[config.mk]
export PLATFORM = sky130hd
export DESIGN_NAME = retire_trace_writer
export DESIGN_NICKNAME = d
export VERILOG_FILES = /design/src/rtl/trace_pkg.sv /design/src/rtl/trace_fifo.sv /design/src/rtl/retire_trace_writer.sv
export SDC_FILE = /design/constraint.sdc
export NUM_CORES = 1
export LEC_CHECK = 0
export CAP_MARGIN = 20
export CORE_UTILIZATION = 50
export DETAILED_ROUTE_END_ITERATION = 6
export GPL_ROUTABILITY_DRIVEN = 0
export GPL_TIMING_DRIVEN = 0
export PLACE_DENSITY = 0.74
export SETUP_SLACK_MARGIN = 0.02
export SYNTH_ARGS = -nofsm -noshare
export SYNTH_HDL_FRONTEND = slang
export SYNTH_HIERARCHICAL = 1
export SYNTH_SLANG_ARGS = --single-unit
[constraint.sdc]
create_clock -name clk -period 12.8 [get_ports clk]
set_input_delay 1.28 -clock clk [delete_from_list [all_inputs] [get_ports clk]]
set_output_delay 1.28 -clock clk [all_outputs]
set_load 0.03 [all_outputs]
[src/rtl/trace_pkg.sv]
// Shared types for the retirement trace: the per-stage shadow entry and the
// record that leaves the trace FIFO once an instruction has passed WB.
package trace_pkg;

  localparam int TRACE_TAG_W = 7;
  localparam int TRACE_CYC_W = 32;

  typedef struct packed {
    logic [TRACE_TAG_W-1:0] tag;
    logic [15:0]            pc;
    logic [15:0]            instr;
    logic [TRACE_CYC_W-1:0] fetch_cycle;
    logic [TRACE_CYC_W-1:0] wb_cycle;
  } trace_rec_t;

  typedef struct packed {
    logic                   valid;
    logic [TRACE_TAG_W-1:0] tag;
    logic [15:0]            pc;
    logic [15:0]            instr;
    logic [TRACE_CYC_W-1:0] fetch_cycle;
  } stage_t;

  function automatic trace_rec_t make_rec(input stage_t s, input logic [TRACE_CYC_W-1:0] wb);
    trace_rec_t r;
    r.tag         = s.tag;
    r.pc          = s.pc;
    r.instr       = s.instr;
    r.fetch_cycle = s.fetch_cycle;
    r.wb_cycle    = wb;
    return r;
  endfunction

endpackage

[src/rtl/trace_fifo.sv]
// Synchronous FIFO of trace records. A push into a full FIFO is only taken
// when a pop happens in the same cycle; otherwise it is dropped and counted.
module trace_fifo
  import trace_pkg::*;
#(
  parameter int DEPTH = 8,
  localparam int AW = $clog2(DEPTH)
) (
  input  logic            clk,
  input  logic            rst,
  input  logic            push,
  input  trace_rec_t      push_rec,
  input  logic            pop_ready,
  output logic            empty,
  output trace_rec_t      head_rec,
  output logic [AW:0]     count,
  output logic [15:0]     overflow_cnt
);

  localparam int CNT_W = AW + 1;

  trace_rec_t      mem [DEPTH];
  logic [AW-1:0]   wr_ptr;
  logic [AW-1:0]   rd_ptr;
  logic            full;
  logic            pop;
  logic            accept;
  logic            drop;

  assign empty  = (count == '0);
  assign full   = (count == CNT_W'(DEPTH));
  assign pop    = !empty && pop_ready;
  assign accept = push && (!full || pop);
  assign drop   = push && full && !pop;

  // No fall-through: a record written this cycle is visible only next cycle.
  assign head_rec = empty ? '0 : mem[rd_ptr];

  always_ff @(posedge clk) begin
    if (accept) begin
      mem[wr_ptr] <= push_rec;
    end
  end

  always_ff @(posedge clk) begin
    if (rst) begin
      wr_ptr       <= '0;
      rd_ptr       <= '0;
      count        <= '0;
      overflow_cnt <= '0;
    end else begin
      if (accept) begin
        wr_ptr <= wr_ptr + 1'b1;
      end
      if (pop) begin
        rd_ptr <= rd_ptr + 1'b1;
      end
      if (accept && !pop) begin
        count <= count + 1'b1;
      end else if (!accept && pop) begin
        count <= count - 1'b1;
      end
      if (drop && overflow_cnt != 16'hFFFF) begin
        overflow_cnt <= overflow_cnt + 1'b1;
      end
    end
  end

endmodule

[src/rtl/retire_trace_writer.sv]
// Shadows the five-stage pipeline with valid/tag stage registers and queues one
// trace record per retiring instruction. TAG_W/CYC_W must match trace_pkg.
module retire_trace_writer
  import trace_pkg::*;
#(
  parameter int TAG_W = TRACE_TAG_W,
  parameter int DEPTH = 8,
  parameter int CYC_W = TRACE_CYC_W
) (
  input  logic                     clk,
  input  logic                     rst,
  input  logic [15:0]              fetch_pc,
  input  logic [15:0]              fetch_instr,
  input  logic                     stall,
  input  logic                     if_flush,
  input  logic                     id_flush,
  // Handshake: a record transfers on any cycle where trace_valid and
  // trace_ready are both high; the head holds while valid && !ready.
  output logic                     trace_valid,
  input  logic                     trace_ready,
  output logic [TAG_W-1:0]         trace_tag,
  output logic [15:0]              trace_pc,
  output logic [15:0]              trace_instr,
  output logic [CYC_W-1:0]         trace_fetch_cycle,
  output logic [CYC_W-1:0]         trace_wb_cycle,
  output logic [$clog2(DEPTH):0]   fifo_count,
  output logic [15:0]              overflow_cnt
);

  stage_t           d_q, x_q, m_q, w_q;
  stage_t           d_n, x_n;
  logic [TAG_W-1:0] tag_ctr;
  logic [CYC_W-1:0] cyc;
  logic             capture;
  logic             fifo_empty;
  trace_rec_t       head_rec;
  trace_rec_t       retire_rec;

  // Stall beats if_flush: D holds and the held instruction keeps its tag.
  assign capture = !stall && !if_flush;

  always_comb begin
    d_n = d_q;
    if (!stall) begin
      if (if_flush) begin
        d_n = '0;
      end else begin
        d_n = '{valid: 1'b1, tag: tag_ctr, pc: fetch_pc, instr: fetch_instr, fetch_cycle: cyc};
      end
    end
  end

  always_comb begin
    x_n = d_q;
    if (stall || id_flush) begin
      x_n = '0;
    end
  end

  always_ff @(posedge clk) begin
    if (rst) begin
      d_q     <= '0;
      x_q     <= '0;
      m_q     <= '0;
      w_q     <= '0;
      tag_ctr <= '0;
      cyc     <= '0;
    end else begin
      d_q <= d_n;
      x_q <= x_n;
      m_q <= x_q;
      w_q <= m_q;
      cyc <= cyc + 1'b1;
      if (capture) begin
        tag_ctr <= tag_ctr + 1'b1;
      end
    end
  end

  // The record is stamped with the cycle the instruction spends in WB.
  assign retire_rec = make_rec(w_q, cyc);

  trace_fifo #(
    .DEPTH (DEPTH)
  ) u_fifo (
    .clk          (clk),
    .rst          (rst),
    .push         (w_q.valid),
    .push_rec     (retire_rec),
    .pop_ready    (trace_ready),
    .empty        (fifo_empty),
    .head_rec     (head_rec),
    .count        (fifo_count),
    .overflow_cnt (overflow_cnt)
  );

  assign trace_valid       = !fifo_empty;
  assign trace_tag         = head_rec.tag;
  assign trace_pc          = head_rec.pc;
  assign trace_instr       = head_rec.instr;
  assign trace_fetch_cycle = head_rec.fetch_cycle;
  assign trace_wb_cycle    = head_rec.wb_cycle;

endmodule

==> metrics <==
Startpoint Class=flip-flop; core area=84,100 um^2; CP Data Arrival Time=4.09 ns; share of layout cells above drive strength 1=17.7%; CP most frequent cell=buf_2; critical path, cell by cell=buf_2 -> buf_2 -> buf_1 -> mux4_2 -> mux2i_1 -> nor2_1 -> clkdlybuf4s50_1; relative slew slack=32.9%; n_diodes=0; Layout Utilization=60.0%; Top delay family on crit path=buffers and inverters; setup bufs post-CTS=0; area of the multi-input gates=10,300 um^2; Num CTS Buffers=111; post-CTS sizing=0; number of synthesized flops with an enable pin=824; WP data required=11.52 ns; Routed Antenna Nets=0; fin nets=2,793; commonest non-fill, non-tap cell in the layout=edfxtp_1; Hold Fails Final Rpt=0; CTS clk-pin slew, worst paths=0.06 ns; CTS root buf=clkbuf_16; fin crit share=42.0%; status=finished clean; WL/cell=23.8 um; GR Util All Layers=22.2%; Avg Inst Size Synth=17.7 um^2; hold_buf cts=0; Ys Warns=6; initial antenna violation count=5; clk sinks=1,180; FFs w/ async S/R, synth=0%; maxcap violations=0; Core Rows=106; most frequent cells in the layout=edfxtp_1, dfxtp_1, nor2_1, mux4_2, clkdlybuf4s50_1; vias=22,400; Primary FF master, synth=edfxtp_1; worst setup path category=flip-flop to primary output; slowest stage cell on the critical path=buf_1; Layout area overhead=18.0%; synthesized area=42,700 um^2; starting density of the core=50.8%; Die H=294 um; Synth Instances=2,420; CP max FO=10; RSZ-0062 raised after global routing=false; max-slew violation count=0; setup TNS=0 ns; Seq/Total Area, Yosys=74.6%; average vias per placed instance=5.64; largest net degree at the start of global routing=26; Routed Wire Length=94.6 mm; Die X=294 um; Hold Path Class=flip-flop to flip-flop; CTS tree=yes; FMAX=186 MHz; Cell variety after synth=54; vias in the first global route=23,200; clk_lat worst skew=0.66 ns; CP max stage delay=0.75 ns; peak supply drop=0.111 mV; First-pass DRT Iterations=7; die area=86,700 um^2; Buf/Inv on CP=4; DP HPWL=60.3 mm; PD cells=183 nW/um^2; detailed-route DRC error count=0; total congestion overflow=0; skew final=0.0252 ns; Clock Path Buffers=3; Tightest Pin Transition=1.01 ns; CP endpoint kind=primary output; fin crit period=5.37 ns; Final setup viols=0; net count after synthesis=2,467; starting DRC count in detailed routing=2,248; Fill cells=5,998; Reg area=31,900 um^2; Synth Register Bits=1,180; Static Leak=15.8 nW; H-tree Lvls=3; # IOs=162; first-pass GRT wire length=143 mm; Buffers on Ports=160
[layer usage]
layer | vias to the layer above | global-route usage (%) | share of wire [%]
li1 | 9901 | - | -
met1 | 11600 | 29.6 | 41
met2 | 791 | 38.0 | 51
met3 | 137 | 3.31 | 6.3
met4 | 6 | 6.05 | 2.0
met5 | - | 0 | 0.031
[worst register-to-register path: cells and delay by family, from the launching register on]
kind                   cells  cell delay (ns)
buffers and inverters      7             1.31
AND/OR/NAND/NOR            3             1.22
flip-flops                 1             0.59
AO/OA/AOI/OAI              1             0.26
[where the power goes]
part	internal (mW)	switching, mW
sequential	4.05	0.0223
combinational	0.714	1.10
clock	1.96	1.39
[kinds of logic (layout without fill, tap and decap cells)]
family          count (synthesis)  count (layout)  synth area share, %
fa+ha+maj                       9               9                0.281
flops                        1180            1180                 74.6
buf+inv                       148             568                 1.46
simple gates                  600             600                 7.70
compound gates                142             142                 2.03
xor+xnor                       22              22                0.451
mux                           319             319                 13.5
[path summary, 6_finish.rpt]
| path | to | from | slack [ns] | cells after the start |
|---|---|---|---|---|
| worst max-delay path | trace_wb_cycle[0] | flip-flop | 7.43 | 7 |
| worst min-delay path | m_q[52] | x_q[52] | 0.42 | 1 |
| worst max register to register | u_fifo/mem[0][50] | u_fifo/count[0] | 9.12 | 11 |
| worst min register to register | m_q[52] | x_q[52] | 0.42 | 1 |
[final cells by class]
class                           instances  area share (%)
Timing Repair Buffer                  213            4.91
Clock inverter                         68            1.47
Buffer                                136            1.15
Sequential cell                      1180            63.2
Multi-Input combinational cell       1092            20.4
Inverter                               12          0.0893
Clock buffer                          139            5.97
Tap cell                             1134            2.81
[cells in the mapped netlist (16+ instances only)]
library cell | n | area (um^2)
nor3b_1 | 34 | 255
nand2_1 | 24 | 90.1
a21oi_1 | 72 | 360
buf_2 | 40 | 200
or4_1 | 18 | 135
edfxtp_1 | 824 | 24700
and2_1 | 73 | 457
mux4_2 | 206 | 4640
dfxtp_1 | 356 | 7130
nor2b_1 | 151 | 945
clkbuf_1 | 79 | 297
a22oi_1 | 33 | 248
o31ai_1 | 16 | 120
nor2_1 | 217 | 815
mux2i_1 | 107 | 1070
[flip-flops by register name, indices dropped and copies added (netlist names), 4 cells and up, named ones only]
register,flops
u_fifo/count,4
tag_ctr,7
m_q,72
cyc,32
x_q,72
d_q,72
u_fifo/mem,824
retire_rec,71
u_fifo/overflow_cnt,16
[stage by stage]
step / instance area, um^2 / hold WS (ns) / std cells / setup WS (ns) / total power, mW
after floorplan: 42700 / 0.414 / 2420 / 3.43 / 5.26
after global placement: 45800 / 0.417 / 3714 / -4.94 / 5.97
after detailed placement: 46700 / 0.420 / 3767 / 7.97 / 5.99
after CTS: 50500 / 0.428 / 3974 / 7.41 / 9.31
after global routing: 50500 / 0.446 / 3974 / 7.34 / 9.53
final: 50500 / 0.421 / 3974 / 7.43 / 9.23
No activity file was read; power rests on OpenSTA's default activity.
